<file path="src/rtl/enc_cnt_capture.sv">
// rtl/enc_cnt_capture.sv - trigger-synchronous snapshot of two encoder counts plus timestamp, queued in a FIFO for readout
module enc_cnt_capture #(
    parameter int CNT_W  = 64,
    parameter int TS_W   = 32,
    parameter int DEPTH  = 16,
    parameter int DROP_W = 16,
    localparam int AW    = $clog2(DEPTH),
    localparam int LW    = AW + 1
) (
    input  logic              CLK,
    input  logic              I_RST,
    input  logic              I_ARM,
    input  logic              I_TRIG,
    input  logic [CNT_W-1:0]  I_CNT_A0,
    input  logic [CNT_W-1:0]  I_CNT_A1,
    input  logic              I_READY,
    output logic              O_VALID,
    output logic [TS_W-1:0]   O_TS,
    output logic [CNT_W-1:0]  O_CNT_A0,
    output logic [CNT_W-1:0]  O_CNT_A1,
    output logic [LW-1:0]     O_LEVEL,
    output logic              O_OVF,
    output logic [DROP_W-1:0] O_DROP_CNT
);
    localparam int EW = TS_W + 2 * CNT_W;

    logic [EW-1:0]     mem [DEPTH];

    logic              arm_q, arm_d;
    logic              trig_q, trig_d;
    logic [TS_W-1:0]   ts_q, ts_d;
    logic [AW-1:0]     wr_q, wr_d;
    logic [AW-1:0]     rd_q, rd_d;
    logic [LW-1:0]     level_q, level_d;
    logic              valid_q, valid_d;
    logic [EW-1:0]     head_q, head_d;
    logic              ovf_q, ovf_d;
    logic [DROP_W-1:0] drop_q, drop_d;

    logic              arm_entry, armed, trig_rise, capture, full, pop, push, drop;
    logic [EW-1:0]     push_data;

    always_comb begin
        arm_entry = I_ARM & ~arm_q;
        armed     = I_ARM & arm_q;
        trig_rise = I_TRIG & ~trig_q;
        capture   = trig_rise & armed;
        full      = (level_q == LW'(DEPTH));
        pop       = valid_q & I_READY;
        push      = capture & (~full | pop);
        drop      = capture & full & ~pop;
        push_data = {ts_q, I_CNT_A0, I_CNT_A1};

        arm_d   = I_ARM;
        trig_d  = I_TRIG;
        ts_d    = ts_q;
        wr_d    = wr_q;
        rd_d    = rd_q;
        level_d = level_q;
        valid_d = valid_q;
        head_d  = head_q;
        ovf_d   = ovf_q;
        drop_d  = drop_q;

        if (arm_entry) begin
            ts_d    = '0;
            wr_d    = '0;
            rd_d    = '0;
            level_d = '0;
            valid_d = 1'b0;
            ovf_d   = 1'b0;
            drop_d  = '0;
        end else begin
            if (armed)
                ts_d = ts_q + 1'b1;
            if (push)
                wr_d = wr_q + 1'b1;
            if (pop)
                rd_d = rd_q + 1'b1;
            level_d = level_q + LW'(push) - LW'(pop);
            valid_d = (level_d != '0);
            // The pushed word becomes head when nothing older survives this edge
            if (valid_d) begin
                if (push && (level_q == LW'(pop)))
                    head_d = push_data;
                else
                    head_d = mem[rd_d];
            end
            if (drop) begin
                ovf_d = 1'b1;
                if (drop_q != '1)
                    drop_d = drop_q + 1'b1;
            end
        end
    end

    always_ff @(posedge CLK) begin
        if (I_RST) begin
            arm_q   <= 1'b0;
            trig_q  <= 1'b0;
            ts_q    <= '0;
            wr_q    <= '0;
            rd_q    <= '0;
            level_q <= '0;
            valid_q <= 1'b0;
            head_q  <= '0;
            ovf_q   <= 1'b0;
            drop_q  <= '0;
        end else begin
            arm_q   <= arm_d;
            trig_q  <= trig_d;
            ts_q    <= ts_d;
            wr_q    <= wr_d;
            rd_q    <= rd_d;
            level_q <= level_d;
            valid_q <= valid_d;
            head_q  <= head_d;
            ovf_q   <= ovf_d;
            drop_q  <= drop_d;
        end
    end

    always_ff @(posedge CLK) begin
        if (!I_RST && push)
            mem[wr_q] <= push_data;
    end

    assign O_VALID    = valid_q;
    assign O_TS       = head_q[EW-1 -: TS_W];
    assign O_CNT_A0   = head_q[2*CNT_W-1 -: CNT_W];
    assign O_CNT_A1   = head_q[CNT_W-1:0];
    assign O_LEVEL    = level_q;
    assign O_OVF      = ovf_q;
    assign O_DROP_CNT = drop_q;
endmodule
</file>
<file path="config.mk">
export PLATFORM = sky130hd
export DESIGN_NAME = enc_cnt_capture
export DESIGN_NICKNAME = d
export VERILOG_FILES = /design/src/rtl/enc_cnt_capture.sv
export SDC_FILE = /design/constraint.sdc
export NUM_CORES = 2
export LEC_CHECK = 0
export BUFFER_PORTS_ARGS = -buffer_cell sky130_fd_sc_hd__buf_2
export CAP_MARGIN = 0
export CORE_AREA = 2 2 442 444
export CTS_CLUSTER_DIAMETER = 40
export DETAILED_ROUTE_END_ITERATION = 12
export DIE_AREA = 0 0 444 446
export PLACE_DENSITY_LB_ADDON = 0.08
export SETUP_SLACK_MARGIN = 0.2
export SKIP_LAST_GASP = 1
export SYNTH_ARGS = -nofsm -noshare
export SYNTH_HDL_FRONTEND = slang
export SYNTH_SLANG_ARGS = --single-unit
</file>
<file path="constraint.sdc">
create_clock -name CLK -period 21.5 [get_ports CLK]
set_clock_uncertainty 0.05 [all_clocks]
set_input_delay 6.45 -clock CLK [delete_from_list [all_inputs] [get_ports CLK]]
set_output_delay 6.45 -clock CLK [all_outputs]
set_load 0.01 [all_outputs]
</file>
==> metrics.md <==
| Metric | Value |
|---|---|
| Worst setup path startpoint | `I_READY` |
| Slew @ Worst Pin | `1300 ps` |
| Count leader, synth | `edfxtp_1` |
| Clk root buf | `clkbuf_16` |
| Hold Buf Count CTS | `0` |
| RR Startpoint | `O_VALID` |
| Setup TNS | `0 ps` |
| Worst EP required | `22,240 ps` |
| #FFs+latches synth | `2,785` |
| Width of the chip | `444 um` |
| FFs w/ async S/R, synth | `0` |
| Maximum VDD drop | `0.134 mV` |
| HPWL after DPL | `170 mm` |
| Share of layout cells above drive strength 1 | `0.179` |
| Synth top area share | `0.646` |
| Leak Pwr | `43.8 nW` |
| Setup bufs post-CTS | `0` |
| Top sig layer | `met5` |
| Pre-Repair DR Iteration Count | `6` |
| Maximum Capacitance Violations | `0` |
| Slew headroom | `0.130` |
| CP Class | `in -> reg` |
| Max Root-Sink Buffers | `4` |
| TritonCTS Sinks | `2,785` |
| Htree depth | `5` |
| Total wire length | `341 mm` |
| Vias in the first global route | `76,896` |
| Mapped Area | `119,000 um^2` |
| Post-Syn Instances | `8,106` |
| TritonCTS Buffers | `379` |
| DR DRC count | `0` |
| Initial core utilization | `0.615` |
| Fmax | `84.8 MHz` |
| Gr usage total | `0.341` |
| RSZ-0062 raised after global routing | `false` |
| Unique masters post-synth | `78` |
| Crit. End Element | `flip-flop` |
| Nets | `8,403` |
| Arr. time, crit path | `12,540 ps` |
| FP Rows | `162` |
| Slew Viols, Final | `0` |
| Largest cells by area after synthesis | `edfxtp_1, mux4_2, dfxtp_1` |
| Power per Cell Area | `110 nW/um^2` |
| Reg clk slew, reported paths | `60 ps` |
| Post-route ant nets | `0` |
| CP max FO | `122` |
| Largest net degree at the start of global routing | `193` |
| Commonest cells in the netlist | `edfxtp_1, nand2_1, a21oi_1` |
| Final WS setup | `9700 ps` |
| Met2 WL | `163 mm` |
| P&R area growth vs syn | `13.3%` |
| Pre-CTS setup slack | `8850 ps` |
| GP Congestion | `0.818` |
| Hold_sp | `head_q[11]` |
| Initial antenna violation count | `30` |
| Setup-failing EPs final | `0` |
| Setup crit start kind | `input pin` |
| Avg Cell Area, Syn | `14.7 um^2` |
| Final hold violation count | `0` |
| First-pass GRT wire length | `502 mm` |
| Via/cell ratio | `7.05` |
| Initial DRC count | `10,172` |
| Port Buf Inserts | `315` |
| Register area | `81,400 um^2` |
| IO Pins | `316` |
| # resized after CTS | `0` |
| Core area | `194,000 um^2` |
| Met3 WL | `34.7 mm` |
| Seq/Total Area, Yosys | `0.684` |
| Synth warn | `0` |
| Clk_lat worst skew | `980 ps` |
| Post-synth EDFFs | `2,560` |
| Fillers | `12,608` |
| Total congestion overflow | `0` |
| Tcrit/Tclk final | `0.549` |
| Yosys top cell by area | `edfxtp_1` |
| CTS tree | `done` |
| Crit path time final | `11,800 ps` |
| WL met1 | `129 mm` |
| Status | `complete, no violations` |
| Die Height | `446 um` |
| Avg WL per Cell | `30.7 um` |
| Die ar. | `198,000 um^2` |
| Via count | `78,372` |
| Multi-input gate area | `34,700 um^2` |
| Post-synth net total | `8,253` |
| Hold Path Class | `reg -> reg` |
| Most used DFF post-synth | `edfxtp_1` |
[critical path: stages]
cell and delay [ps]:
buf_2 480, nand2_8 630, inv_8 730, ha_1 360, inv_1 60, ha_1 150, inv_1 60, fa_1 420
nand2b_1 160, a21oi_1 160, xnor2_1 240, o31a_2 210, buf_4 600, buf_4 880, nand2_1 470, o221ai_1 320
a211oi_1 90
[final timing paths]
kind	endpoint	slack [ps]	cells past startpoint
setup / recovery	head_q[24]	9700	17
hold / removal	head_q[11]	430	2
setup reg to reg	head_q[24]	15090	17
hold reg to reg	head_q[11]	430	2
[routing by layer]
layer	vias to the layer above	track usage
met5	-	0
met4	24	0.138
met3	837	0.0655
met2	4794	0.545
met1	39784	0.466
li1	32933	-
[per-stage QoR]
step                cells  total power, mW  instance area [um^2]  hold WS, ps   util
detailed placement  10417             8.77                122000          417  0.632
global route        11106             15.3                135000          463  0.696
CTS                 11100             14.8                135000          436  0.696
floorplan            8106             7.90                119000          421      -
global placement    10417             8.71                122000          432  0.632
finish              11111             14.8                135000          434  0.696
[cell type report]
type / count / share of cell area
Timing Repair Buffer: 466 / 0.0221
Multi-Input combinational cell: 4593 / 0.257
Tap cell: 2542 / 0.0236
Clock buffer: 446 / 0.0734
Clock inverter: 237 / 0.0184
Inverter: 31 / 0.00104
Sequential cell: 2785 / 0.604
Antenna cell: 11 / 0.000204
[power by group]
| part | leakage [nW] | switching [mW] | internal, mW | total (mW) |
|---|---|---|---|---|
| combinational | 12.2 | 1.67 | 0.872 | 2.54 |
| sequential | 25.6 | 0.147 | 6.02 | 6.16 |
| clock | 5.97 | 2.44 | 3.66 | 6.10 |
[sequential cells by signal, indices dropped and copies added (netlist names)]
name	flops
mem	2560
O_OVF	1
trig_q	1
O_DROP_CNT	16
rd_q	4
ts_q	32
O_LEVEL	5
arm_q	1
wr_q	4
head_q	160
O_VALID	1
[cell usage in the layout (no fill, tap or decap), types with 54 or more instances in the layout]
master / synthesis / final
a21o_1: 253 / 252
mux2i_1: 249 / 249
a22oi_1: 134 / 134
inv_6: 0 / 58
nand3_1: 244 / 242
nor2_1: 350 / 331
nand2_1: 657 / 655
clkbuf_1: 338 / 54
nor3_1: 153 / 146
buf_2: 248 / 314
buf_4: 46 / 130
mux4_2: 381 / 381
o22ai_1: 135 / 135
a21oi_1: 562 / 561
edfxtp_1: 2560 / 2560
clkbuf_16: 0 / 381
o21ai_0: 296 / 296
dfxtp_1: 225 / 222
a221oi_1: 193 / 193
a211oi_1: 269 / 269
[logic make-up (layout without fill, tap and decap cells)]
kind of cell / count (synthesis) / in the layout / synth area share
muxes: 643 / 643 / 0.0943
other: 0 / 11 / 0
xor gates and xnor gates: 45 / 45 / 0.00331
AOI/OAI and AO/OA: 2271 / 2271 / 0.129
DFF: 2785 / 2785 / 0.684
buffers and inverters: 728 / 1180 / 0.0277
and+or+nand+nor: 1620 / 1620 / 0.0607
adders and majority gates: 14 / 14 / 0.00154
Power figures use the tool's default switching activity.
